<file path="src/rtl/m_instruction_fetch_unit.sv">
// Instruction fetch stage: holds the PC, reads one 8-bit word per instruction
// over a ready handshake and presents it to the decoder until it advances.
module m_instruction_fetch_unit #(
    parameter int                  PC_WIDTH  = 8,
    parameter logic [PC_WIDTH-1:0] RESET_PC  = '0,
    parameter logic [7:0]          HALT_WORD = 8'h00
) (
    input  logic                w_clock,
    input  logic                w_reset,
    output logic                w_imem_req,
    output logic [PC_WIDTH-1:0] w_imem_addr,
    input  logic [7:0]          w_imem_data,
    input  logic                w_imem_ready,
    output logic [7:0]          w_bus_wordout,
    output logic                w_instr_valid,
    input  logic                w_advance,
    input  logic                w_jump_flag,
    input  logic [PC_WIDTH-1:0] w_jump_target,
    output logic [PC_WIDTH-1:0] w_pc,
    output logic [PC_WIDTH-1:0] w_link_pc,
    output logic                w_halted,
    output logic [15:0]         w_retire_count
);

    typedef enum logic [1:0] {
        S_IDLE  = 2'd0,
        S_FETCH = 2'd1,
        S_ISSUE = 2'd2,
        S_HALT  = 2'd3
    } state_t;

    state_t              state_q, state_d;
    logic [PC_WIDTH-1:0] pc_q, pc_d;
    logic [7:0]          ir_q, ir_d;
    logic [15:0]         retire_q, retire_d;
    logic [PC_WIDTH-1:0] pc_inc;

    assign pc_inc = pc_q + PC_WIDTH'(1);

    always_ff @(posedge w_clock) begin
        if (w_reset) begin
            state_q  <= S_IDLE;
            pc_q     <= RESET_PC;
            ir_q     <= 8'h00;
            retire_q <= 16'h0000;
        end else begin
            state_q  <= state_d;
            pc_q     <= pc_d;
            ir_q     <= ir_d;
            retire_q <= retire_d;
        end
    end

    always_comb begin
        state_d  = state_q;
        pc_d     = pc_q;
        ir_d     = ir_q;
        retire_d = retire_q;
        case (state_q)
            S_IDLE: state_d = S_FETCH;
            S_FETCH: begin
                if (w_imem_ready) begin
                    // The halt word is left out of the instruction register so the
                    // decoder never sees it.
                    if (w_imem_data == HALT_WORD) begin
                        state_d = S_HALT;
                    end else begin
                        ir_d    = w_imem_data;
                        state_d = S_ISSUE;
                    end
                end
            end
            S_ISSUE: begin
                if (w_advance) begin
                    pc_d    = w_jump_flag ? w_jump_target : pc_inc;
                    state_d = S_FETCH;
                    if (retire_q != 16'hFFFF) begin
                        retire_d = retire_q + 16'd1;
                    end
                end
            end
            S_HALT: state_d = S_HALT;
            default: state_d = S_IDLE;
        endcase
    end

    assign w_imem_req     = (state_q == S_FETCH);
    assign w_imem_addr    = pc_q;
    assign w_instr_valid  = (state_q == S_ISSUE);
    assign w_bus_wordout  = ir_q;
    assign w_halted       = (state_q == S_HALT);
    assign w_pc           = pc_q;
    assign w_link_pc      = pc_inc;
    assign w_retire_count = retire_q;

endmodule

</file>
<file path="config.mk">
export PLATFORM = sky130hd
export DESIGN_NAME = m_instruction_fetch_unit
export DESIGN_NICKNAME = d
export VERILOG_FILES = /design/src/rtl/m_instruction_fetch_unit.sv
export SDC_FILE = /design/constraint.sdc
export NUM_CORES = 1
export LEC_CHECK = 0
export BUFFER_PORTS_ARGS = -buffer_cell sky130_fd_sc_hd__buf_2
export CAP_MARGIN = 20
export CELL_PAD_IN_SITES_DETAIL_PLACEMENT = 0
export CELL_PAD_IN_SITES_GLOBAL_PLACEMENT = 1
export CORE_ASPECT_RATIO = 1.4
export CORE_MARGIN = 4
export CORE_UTILIZATION = 33
export CTS_BUF_LIST = sky130_fd_sc_hd__clkbuf_16
export DETAILED_ROUTE_END_ITERATION = 12
export PLACE_DENSITY = 0.82
export SYNTH_ARGS = -nofsm -noshare
export SYNTH_HDL_FRONTEND = slang
export SYNTH_SLANG_ARGS = --single-unit
</file>
<file path="constraint.sdc">
create_clock -name w_clock -period 2.55 [get_ports w_clock]
set_clock_uncertainty 0.2 [all_clocks]
set_input_delay 0 -clock w_clock [delete_from_list [all_inputs] [get_ports w_clock]]
set_output_delay 0 -clock w_clock [all_outputs]
set_load 0.005 [all_outputs]
</file>
# Word-level counts from Yosys, hierarchy flattened
# Cells that the tools add are included.
[word_totals]
ff_bits = 34
in_bits = 21
out_inout_bits = 51
wordCells = 24
[op_classes]
add_sub_neg = 2
eq_ne = 6
mux = 5
n_bitwise = 1
n_reduce_logical = 6
[ops]
columns = ["cell", "n"]
rows = [
  ["16-bit by 1-bit adder with 16-bit output, second input constant", 1],
  ["16-bit != test, second input constant", 1],
  ["8-bit by 1-bit adder with 8-bit output, second input constant", 1],
  ["8-bit logical NOT", 1],
  ["8-bit two-way mux", 1],
  ["2-bit case mux with 4 select lines", 1],
  ["3-bit AND reduction", 2],
  ["2-bit == test, second input constant", 2],
  ["2-bit two-way mux", 2],
  ["2-bit by 1-bit != test with 1-bit output, second input constant", 2],
  ["2-bit AND reduction", 2],
  ["2-bit by 1-bit == test with 1-bit output, second input constant", 1],
  ["2-bit logical NOT", 1],
  ["1-bit two-way mux", 1],
  ["1-bit NOT", 1],
]

# Logic depth before layout (Yosys ltp)
# Gate-level depths: netlist of the first run.
[logic_depth]
depth_word = 4
mapped_depth = 6
depth_no_buf = 6

# Least setup slack after synthesis of the first run
# No wires, ideal clock.
[synth_path]
path_kind = "register -> register"
start = "register retire_q[3], in the netlist w_retire_count[3]"
end = "register retire_q[15], in the netlist w_retire_count[15]"
setup_ns = 0.121
arrival_time_ns = 1.720
path_slack_ns = 0.510
stages_incl_launch_ff = 6
path_cell_list = "dfxtp_1 -> nand4_1 -> nor4_4 -> a21oi_2 -> nand3_1 -> mux2_2"
[synth_between]
elab_chain_cells = 2
word_cells_on_any_way = 3
cone_classes = "add/sub (1); eq/ne (1); reduce/logical (1)"
[synth_rtl]
columns = ["item", "line_no", "text"]
rows = [
  ["start: declaration", "35", "logic [15:0] retire_q, retire_d;"],
  ["start signal: assignment", "50", "retire_q <= retire_d;"],
  ["parallel branches: the longest is 2 deep, another holds 16-bit by 1-bit adder with 16-bit output", "--", ""],
]
# Parallel ways; which one is timed is not known.
# A chain may end at the register's enable or synchronous reset.

# Final worst setup path of the first run
# Same ends and word-level chain as after synthesis.

==> results of run 1 <==
==> sequential cells by signal (all words and copies together), names as in the netlist <==
| register | count |
|---|---|
| w_imem_addr | 8 |
| state_q | 2 |
| w_retire_count | 16 |
| w_bus_wordout | 8 |
==> power groups by stage <==
stage | sequential (mW) | combinational (mW) | clock, mW
6_report | 0.557 | 0.137 | 0.559
5_1_grt | 0.559 | 0.152 | 0.596
4_1_cts | 0.557 | 0.137 | 0.577
3_5_place_dp | 0.568 | 0.106 | 0
3_3_place_gp | 0.567 | 0.106 | 0
2_1_floorplan | 0.567 | 0.0608 | 0
==> final cells by class <==
type | instances | share of cell area
clock buffers | 5 | 0.0502
clock inverters | 3 | 0.00502
inverters | 4 | 0.00603
multi-input cells | 155 | 0.373
flip-flops and latches | 34 | 0.273
well taps | 64 | 0.0321
repair buffers | 101 | 0.260
==> stage by stage <==
step | hold slack, ns | instance area (um^2) | total power, mW | std cells
floorplan | -0.0525 | 1720 | 0.628 | 210
global route | 0.0714 | 2490 | 1.31 | 366
detailed placement | 0.0739 | 2080 | 0.674 | 331
finish | 0.0448 | 2490 | 1.25 | 366
global placement | 0.0707 | 2080 | 0.673 | 331
CTS | 0.0509 | 2490 | 1.27 | 366
==> logic make-up after synthesis <==
logic type               count (synthesis)
AO/OA/AOI/OAI                           41
AND/OR/NAND/NOR                         93
multiplexers                             3
buffers and inverters                   21
flip-flops                              34
adder cells (fa/ha/maj)                  2
XOR/XNOR                                16
==> worst max-delay path: cells and delay by family, from the launching register on <==
family	cells	cell delay (ns)
muxes	1	0.33
DFF	1	0.46
and+or+nand+nor	3	0.82
AOI/OAI and AO/OA	1	0.17
==> metal layers <==
layer	GRT usage	wire (um)	vias up	part of all wire
li1	-	-	911	-
met1	0.160	1950	810	0.41
met2	0.277	2470	53	0.52
met3	0.0333	226	7	0.048
met4	0.0684	94	0	0.020
met5	0	0	-	0
==> what timing repair did <==
item / in CTS / in global routing
hold buffers: 27 / 0
setup buffers: 0 / 0
endpoints found under the hold margin: 17 / 0
==> worst max path at each step <==
| stage | startpoint | to | cells after the start |
|---|---|---|---|
| 6_report | w_retire_count[3]$_SDFFE_PP0P_ | w_retire_count[15]$_SDFFE_PP0P_ | 5 |
| 3_5_place_dp | w_retire_count[3]$_SDFFE_PP0P_ | w_retire_count[15]$_SDFFE_PP0P_ | 5 |
| 3_3_place_gp | w_retire_count[0]$_SDFFE_PP0P_ | w_retire_count[12]$_SDFFE_PP0P_ | 6 |
| 4_1_cts | w_retire_count[3]$_SDFFE_PP0P_ | w_retire_count[15]$_SDFFE_PP0P_ | 5 |
| 5_1_grt | w_retire_count[3]$_SDFFE_PP0P_ | w_retire_count[15]$_SDFFE_PP0P_ | 5 |
| 2_1_floorplan | w_retire_count[3]$_SDFFE_PP0P_ | w_retire_count[15]$_SDFFE_PP0P_ | 5 |
==> cell usage in the layout, fill, tap and decap left out, types with 2 or more instances in the layout <==
cell type      count
nand4_1            3
ha_1               2
xnor2_1           13
nand2_1           17
a22oi_1            2
dlygate4sd3_1     27
nor4_1             3
dfxtp_1           34
and3_1             3
nor3b_1            2
nor2_1            26
o211ai_1           3
nor2b_1            4
a41o_2             2
and2_1             3
clkbuf_16          5
a311oi_1           2
buf_2             71
mux2i_1            2
nand2b_1           5
nor3_1             6
inv_1              5
a211oi_1           3
o21ai_0            4
a21oi_1           21
buf_4              3
xor2_1             3
nand3_1           16
==> reports/qor.yml, run 1 <==
pwr:
  switchingPower_uw: 282
  power.density_mw_per_mm2: 503
  p_seq_frac: 0.444
  p_leak_nw: 1.11
  p_int_uw: 971
  p_sw_frac: 0.225
  pwr-share-clk: 0.446
  comb_power_share: 0.110
  ir_worst_vdd_mv: 0.348
synthesis:
  synth-compound-area-share: 0.151
  synth_nets: 233
  synth.area.top_cells: "dfxtp_1 40%, xnor2_1 6.6%, a21oi_1 6.1%"
  ys_ff_latch: 34
  async_flop_share: 0
  syn_inst: 210
  synth-simple-area-share: 0.276
  ys_seq_area_frac: 0.396
  synth_area_leader_cell: "dfxtp_1"
  synth.area.mux_share: 0.0182
  syn-cell-area_mm2: 0.00172
  synthTopCellsByCount: "34 x dfxtp_1, 26 x nor2_1, 21 x a21oi_1, 17 x nand2_1, 16 x nand3_1"
  synth_ff_type: "dfxtp_1"
  synth_fa_ha_area_frac: 0.0146
  ys_warn_count: 0
  synth_edf_count: 0
  synth_xor_xnor_area_share: 0.0815
  yosysMostFrequentCell: "dfxtp_1"
  syn_avg_cell_area_um2: 8.19
  synth_top_area_frac: 0.396
  synth_top_family_by_area: "simple AND/OR/NAND/NOR gates"
  synthDistinctLibCells: 37
finish:
  final_util: 0.503
  multi_input_area_um2: 930
  area_growth_pct: 44.9
  drive_above_1_share: 0.288
  fill_cells: 502
  regArea_um2: 681
  finalNetCount: 324
  antenna_cells: 0
timing:
  setup_tns_ns: 0
  max_freq_mhz: 479
  finalCriticalPeriod_ns: 2.09
  setup_violations: 0
  grt_setup_unrepaired: "false"
  final_max_slew_viol_count: 0
  relSlewSlack: 0.546
  worst_slew_pin_slew_ns: 0.680
  hold_violations: 0
  layout_setup_ws_ns: 0.461
  fin_crit_sh: 0.819
drt:
  antenna_left: 0
  wire_per_inst_um: 13.0
  vias: 1781
  post_drt_via_cell_ratio: 4.87
  drt-total-wl_mm: 4.74
  drt_iter0_markers: 28
  drc: 0
  first_pass_iters: 4
die:
  pin_count: 72
  initial_core_util: 0.347
  die-area_mm2: 0.00644
  placement_rows: 30
  fp.coreArea_mm2: 0.00495
  die_w_um: 69
  die_h_um: 93.4
setup_path:
  max_stage_delay_ns: 0.47
  critPathLaunchType: "register"
  critPathArrivalTime_ns: 2.05
  path_max_fanout: 8
  crit_chain: "nand4_1 > nor4_4 > a21oi_2 > nand3_1 > mux2_2"
  cp_slowest_cell: "nor4_4"
  reg2reg_to: "w_retire_count[15]$_SDFFE_PP0P_"
  crit_type: "register to register"
  r2r_cells: 5
  r2r_setup_slack_ns: 0.46
  reg2reg_from: "w_retire_count[3]$_SDFFE_PP0P_"
  cp-end-kind: "register"
  crit_required_ns: 2.51
clocking:
  cts_tree: "done"
  cts_buffers: 5
  cts_root_buf: "clkbuf_16"
  path_clk_slew_ns: 0.05
  cts.path.max_buffers: 2
  htree_num_levels: 2
  clock_sinks: 34
  clk_latency_ns: 0.27
  cts_resized: 0
hold_path:
  hold_path_depth: 2
  hold_class: "input port to register"
  hp-start: "w_reset"
  min_to: "w_imem_addr[3]$_SDFFE_PP0P_"
outcome:
  outcome: "complete, no violations"
place:
  portBuffers: 71
  post-place-ws_ns: 0.464
  dp_hpwl_mm: 3.24
  routabilityCongestion: 0.754
global_route:
  grt_use_total: 0.150
  grt_pass1_wl_mm: 7.93
  grt_pass1_vias: 1739
  grt_max_degree: 39
  grt-ovfl-total: 0
  antenna_found_initial: 0
job:
  cap_violations: 0
(Power assumes the default switching activity.)
==> run 2: changes to the inputs <==
CORE_UTILIZATION = 30   (was 33)
PLACE_DENSITY = 0.79   (was 0.82)
clock period = 1.7 ns   (was 2.55 ns; I/O delays follow)
==> reports/qor.yml, run 2 (synthesized netlist as in run 1, its figures left out) <==
finish:
  drive_above_1_share: 0.443  # +0.155
  finalNetCount: 360  # +11%
  final_common_cell: "buf_2"
  fill_cells: 528  # +5.2%
  antenna_cells: 0  # unchanged
  multi_input_area_mm2: 0.00105  # +13%
  regArea_um2: 692  # +1.7%
  final_cell_mix: "71 x buf_2, 42 x buf_4, 29 x dfxtp_1, 26 x nor2_1, 23 x dlygate4sd3_1"
  area_growth_pct: 67.5
  largest_reg_flops: 16  # unchanged
setup_path:
  crit_required_ns: 1.66  # -0.85 ns
  critPathLaunchType: "register"
  cpMostUsedCell: "buf_4"
  crit_chain: "nand4_1 > buf_4 > nor4_4 > buf_4 > a211oi_2 > buf_4 > a31o_2"
  cp_slowest_cell: "dfxtp_4"
  crit_type: "register to register"
  cp-end-kind: "register"
  worst-path-buf-inv: 3  # +3
  max_stage_delay_ns: 0.35  # -0.12 ns
  critPathArrivalTime_ns: 1.78  # -0.27 ns
  crit_family: "buffers and inverters"
  path_max_fanout: 4  # -4
pwr:
  ir_worst_vdd_mv: 0.513  # +47%
  power.density_mw_per_mm2: 652  # +30%
  p_leak_nw: 1.34  # +21%
  power_mw: 1.88  # +50%
drt:
  first_pass_iters: 4  # unchanged
  vias: 1935  # +8.6%
  drc: 0  # unchanged
  antenna_left: 0  # unchanged
  drt_iter0_markers: 85  # +200%
  wire_per_inst_um: 13.4  # +3.3%
  post_drt_via_cell_ratio: 4.79  # -1.6%
  drt-total-wl_mm: 5.41  # +14%
die:
  initial_core_util: 0.311  # -0.0358
  fp.coreArea_mm2: 0.00553  # +12%
  placement_rows: 32  # +6.7%
  pin_count: 72  # unchanged
  die-area_mm2: 0.00702  # +9.0%
  die_h_um: 97.6  # +4.5%
  die_w_um: 72.0  # +4.3%
timing:
  worst_slew_pin_slew_ns: 0.397  # -0.283 ns
  hold_violations: 0  # unchanged
  max_freq_mhz: 548  # +15%
  final_max_slew_viol_count: 0  # unchanged
  setup_violations: 14  # +14
  grt_setup_unrepaired: "true"
  setup_tns_ns: -0.993  # -0.993 ns
  relSlewSlack: 0.735  # +0.188
  layout_setup_ws_ns: -0.123  # -0.584 ns
  fin_crit_sh: 1.07  # +0.253
  finalCriticalPeriod_ns: 1.82  # -0.266 ns
clocking:
  cts_buffers: 5  # unchanged
  path_clk_slew_ns: 0.05  # about the same
  clk_latency_ns: 0.27  # about the same
  cts_tree: "done"
  clock_sinks: 34  # unchanged
  htree_num_levels: 2  # unchanged
  cts_root_buf: "clkbuf_16"
  cts.path.max_buffers: 2  # unchanged
outcome:
  violations: "negative setup slack"
  outcome: "finished, violations left"
global_route:
  grt-ovfl-total: 0  # unchanged
  grt_pass1_vias: 2033  # +17%
  grt_use_total: 0.163  # +0.0129
  grt_max_degree: 19  # -51%
  antenna_found_initial: 0  # unchanged
  grt_pass1_wl_mm: 9.16  # +16%
hold_path:
  hold_class: "input port to register"
job:
  cap_violations: 0  # unchanged
place:
  portBuffers: 71  # unchanged
  dp_hpwl_mm: 3.68  # +14%
  routabilityCongestion: 0.844  # +12%
## run 2: cell type report
cell class	count	area share
flip-flops and latches	34	0.240
clock buffers	5	0.0434
clock inverters	1	0.00130
inverters	4	0.00521
repair buffers	137	0.317
multi-input cells	155	0.364
well taps	68	0.0295
## run 2: worst paths after layout
check,start,endpoint,slack [ns],cells after the start
setup / recovery,w_retire_count[3]$_SDFFE_PP0P_,w_retire_count[11]$_SDFFE_PP0P_,-0.12,7
hold / removal,w_advance,w_retire_count[0]$_SDFFE_PP0P_,0.01,5
setup reg to reg,w_retire_count[3]$_SDFFE_PP0P_,w_retire_count[11]$_SDFFE_PP0P_,-0.12,7
hold reg to reg,w_bus_wordout[3]$_SDFFE_PP0P_,w_bus_wordout[3]$_SDFFE_PP0P_,0.25,2
## run 2: power by group
group	internal, mW	switching, mW
clock	0.519	0.299
sequential	0.815	0.0114
combinational	0.125	0.108
total	1.46	0.419
## run 2: timing repair
| action | in CTS | in global routing |
|---|---|---|
| gates cloned | 0 | 0 |
| endpoints found under the setup margin | 16 | 32 |
| hold buffers | 23 | 0 |
| setup buffers | 4 | 2 |
| gates resized for setup | 12 | 14 |
| pin swaps | 6 | 4 |
| hold endpoints to repair | 24 | 0 |
## run 2: worst reg2reg max path: cells and delay by family (launching register included)
family          cells  cell delay [ns]
flops               1             0.35
simple gates        2             0.37
compound gates      2             0.28
buf+inv             3             0.52
## run 2: stage by stage
step	hold WS [ns]	instances	worst slack [ns]	utilization	cell area [um^2]
floorplan	-0.0525	210	-0.208	-	1740
global route	0.0414	404	-0.224	0.521	2880
global placement	0.0708	369	-0.149	0.428	2360
finish	0.0130	404	-0.123	0.521	2880
detailed placement	0.0739	369	-0.140	0.428	2360
CTS	0.0103	402	-0.108	0.507	2800
## run 2: metal layers
metal,global-route usage,wire length (um)
met1,0.183,2190
met2,0.291,2830
met3,0.0290,247
met4,0.0709,146
met5,0,0
==> run 3: changes to the inputs <==
ABC_AREA = 1   (was default)
PLACE_DENSITY = 0.8   (was 0.79)
==> reports/qor.yml, run 3 <==
synthesis:
  async_flop_share: 0  # unchanged
  synth_nets: 333  # +43%
  syn-cell-area_mm2: 0.00199  # +16%
  synthTopCellsByCount: "85 x nand2_1, 47 x inv_1, 35 x nor2_1, 34 x dfxtp_1, 26 x a21oi_1"
  yosysMostFrequentCell: "nand2_1"
  ys_ff_latch: 34  # unchanged
  synthDistinctLibCells: 25  # -32%
  syn_inst: 310  # +48%
  synth_ff_type: "dfxtp_1"
  synth_edf_count: 0  # unchanged
  ys_seq_area_frac: 0.341  # -0.0544
  ys_warn_count: 0  # unchanged
  synth_area_leader_cell: "dfxtp_1"
  syn_avg_cell_area_um2: 6.43  # -21%
  synth.area.top_cells: "dfxtp_1 34%, nand2_1 16%, inv_1 8.9%"
  synth_top_area_frac: 0.341  # -0.0544
hold_path:
  hp-start: "w_retire_count[8]$_SDFFE_PP0P_"
  min_to: "w_retire_count[8]$_SDFFE_PP0P_"
  hold_class: "register to register"
  hold_path_depth: 2  # -3
setup_path:
  crit_required_ns: 1.71  # +0.05 ns
  worst-path-buf-inv: 1  # -2
  critPathArrivalTime_ns: 1.59  # -0.19 ns
  crit_family: "simple AND/OR/NAND/NOR gates"
  reg2reg_from: "w_retire_count[1]$_SDFFE_PP0P_"
  cp_slowest_cell: "dfxtp_1"
  critPathLaunchType: "register"
  cpMostUsedCell: "nor2_2"
  r2r_cells: 8  # +1
  max_stage_delay_ns: 0.33  # -0.02 ns
  r2r_setup_slack_ns: 0.12  # +0.24 ns
  crit_type: "register to register"
  cp-end-kind: "register"
  crit_chain: "ha_4 > inv_1 > nor2_2 > nand2_2 > nor2_4 > nor2_2 > nand2_1 > a21oi_1"
  reg2reg_to: "w_retire_count[10]$_SDFFE_PP0P_"
  path_max_fanout: 7  # +3
place:
  dp_cells: 459  # +24%
  post-place-ws_ns: -0.0120  # +0.128 ns
  portBuffers: 71  # unchanged
  routabilityCongestion: 0.789  # -6.5%
  dp_hpwl_mm: 4.28  # +16%
  placed_cell_area_mm2: 0.00250  # +5.8%
die:
  die_w_um: 76.9  # +6.8%
  die-area_mm2: 0.00803  # +14%
  initial_core_util: 0.314  # +0.00331
  placement_rows: 34  # +6.3%
  fp.coreArea_mm2: 0.00634  # +15%
  die_h_um: 104  # +7.0%
  pin_count: 72  # unchanged
global_route:
  grt_pass1_wl_mm: 10.1  # +11%
  grt_max_degree: 15  # -4
  grt_pass1_vias: 2225  # +9.4%
  grt-ovfl-total: 0  # unchanged
  antenna_found_initial: 0  # unchanged
  grt_use_total: 0.154  # -0.00853
finish:
  antenna_cells: 0  # unchanged
  final_cell_mix: "83 x nand2_1, 71 x buf_2, 47 x inv_1, 29 x nor2_1, 26 x a21oi_1"
  final_common_cell: "nand2_1"
  final_util: 0.466  # -0.0552
  largest_reg_flops: 16  # unchanged
  fin_area_mm2: 0.00295  # +2.6%
  finalNetCount: 440  # +22%
  drive_above_1_share: 0.311  # -0.132
  stdcell_count: 490  # +21%
  area_growth_pct: 48.2
drt:
  first_pass_iters: 4  # unchanged
  drt-total-wl_mm: 5.90  # +9.2%
  drt_iter0_markers: 65  # -24%
  post_drt_via_cell_ratio: 4.60  # -4.0%
  antenna_left: 0  # unchanged
  drc: 0  # unchanged
  wire_per_inst_um: 12.0  # -10%
  vias: 2254  # +16%
pwr:
  power.density_mw_per_mm2: 689  # +5.7%
  p_leak_nw: 1.47  # +9.3%
  ir_worst_vdd_mv: 0.307  # -40%
  switchingPower_uw: 524  # +25%
  p_seq_frac: 0.424  # -0.016
  p_sw_frac: 0.258  # +0.0347
  pwr-share-clk: 0.425  # -0.011
  comb_power_share: 0.152  # +0.028
  power_mw: 2.04  # +8.4%
  p_int_mw: 1.51  # +3.5%
timing:
  relSlewSlack: 0.764  # +0.0293
  fin_crit_sh: 0.931  # -0.141
  setup_violations: 0  # -14
  worst_slew_pin_slew_ns: 0.354  # -0.0431 ns
  hold_violations: 0  # unchanged
  setup_tns_ns: 0  # +0.993 ns
  final_max_slew_viol_count: 0  # unchanged
  grt_setup_unrepaired: "true"
  finalCriticalPeriod_ns: 1.58  # -0.240 ns
  max_freq_mhz: 632  # +15%
  holdWs_ns: 0.293  # +0.279 ns
  layout_setup_ws_ns: 0.117  # +0.240 ns
clocking:
  cts.path.max_buffers: 2  # unchanged
  post_cts_buffers: 0  # -4
  clk_latency_ns: 0.28  # about the same
  cts_buffers: 5  # unchanged
  htree_num_levels: 2  # unchanged
  cts_root_buf: "clkbuf_16"
  cts_tree: "done"
  clock_sinks: 34  # unchanged
  path_clk_slew_ns: 0.06  # about the same
outcome:
  outcome: "complete, no violations"
job:
  cap_violations: 0  # unchanged
## run 3: cell count changes in the layout (fill, tap and decap cells not counted), moves of 4 or more
cell / previous run / this run
nand2_1: 16 / 83
dfxtp_1: 29 / 25
nor2_2: 0 / 5
a21oi_1: 20 / 26
o21ai_0: 4 / 11
dfxtp_2: 3 / 8
inv_1: 4 / 47
nand2b_1: 5 / 0
nor2_4: 0 / 5
buf_4: 42 / 22
xnor2_1: 12 / 5
nand4_1: 3 / 16
## run 3: area by class of cell
cell class                      count  area [um^2]
Multi-Input combinational cell    213         1100
Sequential cell                    34          694
Clock buffer                        5          125
Tap cell                           72         90.1
Timing Repair Buffer              116          752
Clock inverter                      3         12.5
Inverter                           47          176
Fill cell                         672         3380
## run 3: worst max-delay path by stage
stage	from	to	slack [ns]	cells past startpoint
detailed placement	w_retire_count[0]$_SDFFE_PP0P_	w_retire_count[15]$_SDFFE_PP0P_	-0.01	8
finish	w_retire_count[1]$_SDFFE_PP0P_	w_retire_count[10]$_SDFFE_PP0P_	0.12	8
CTS	w_retire_count[0]$_SDFFE_PP0P_	w_retire_count[15]$_SDFFE_PP0P_	-0.01	8
floorplan	w_retire_count[0]$_SDFFE_PP0P_	w_retire_count[14]$_SDFFE_PP0P_	0.006	9
global route	w_retire_count[1]$_SDFFE_PP0P_	w_retire_count[5]$_SDFFE_PP0P_	-0.03	8
global placement	w_retire_count[0]$_SDFFE_PP0P_	w_retire_count[15]$_SDFFE_PP0P_	0.05	8
## run 3: power groups by stage
stage	logic [mW]	registers (mW)	clock network, mW
after CTS	0.305	0.861	0.897
final	0.309	0.863	0.864
after floorplan	0.156	0.878	0
after global placement	0.266	0.876	0
after global routing	0.350	0.869	0.932
after detailed placement	0.267	0.877	0
## run 3: what timing repair did
item	CTS	global route
cloned	1	0
setup endpoints to repair	3	19
pin swaps	1	2
hold endpoints to repair	29	1
hold buffers	21	1
resized for setup	5	24
## run 3: logic make-up (layout without fill, tap and decap cells)
kind of cell / after synthesis / after routing / synth area share
adder cells (fa/ha/maj): 2 / 2 / 0.0126
AO/OA/AOI/OAI: 41 / 41 / 0.109
buffers and inverters: 64 / 171 / 0.146
flip-flops: 34 / 34 / 0.341
XOR/XNOR: 11 / 11 / 0.0483
AND/OR/NAND/NOR: 158 / 159 / 0.343
## run 3: layer usage
metal | routed length, um | global-route usage | share of wire
met3 | 207 | 0.0277 | 0.035
met5 | 0 | 0 | 0
met4 | 94 | 0.0544 | 0.016
met1 | 2430 | 0.170 | 0.41
met2 | 3170 | 0.289 | 0.54
## run 3: worst min-delay path: stages, from the launching register on
cell and delay (ns):
dfxtp_2 0.34, inv_1 0.06, a21oi_1 0.05
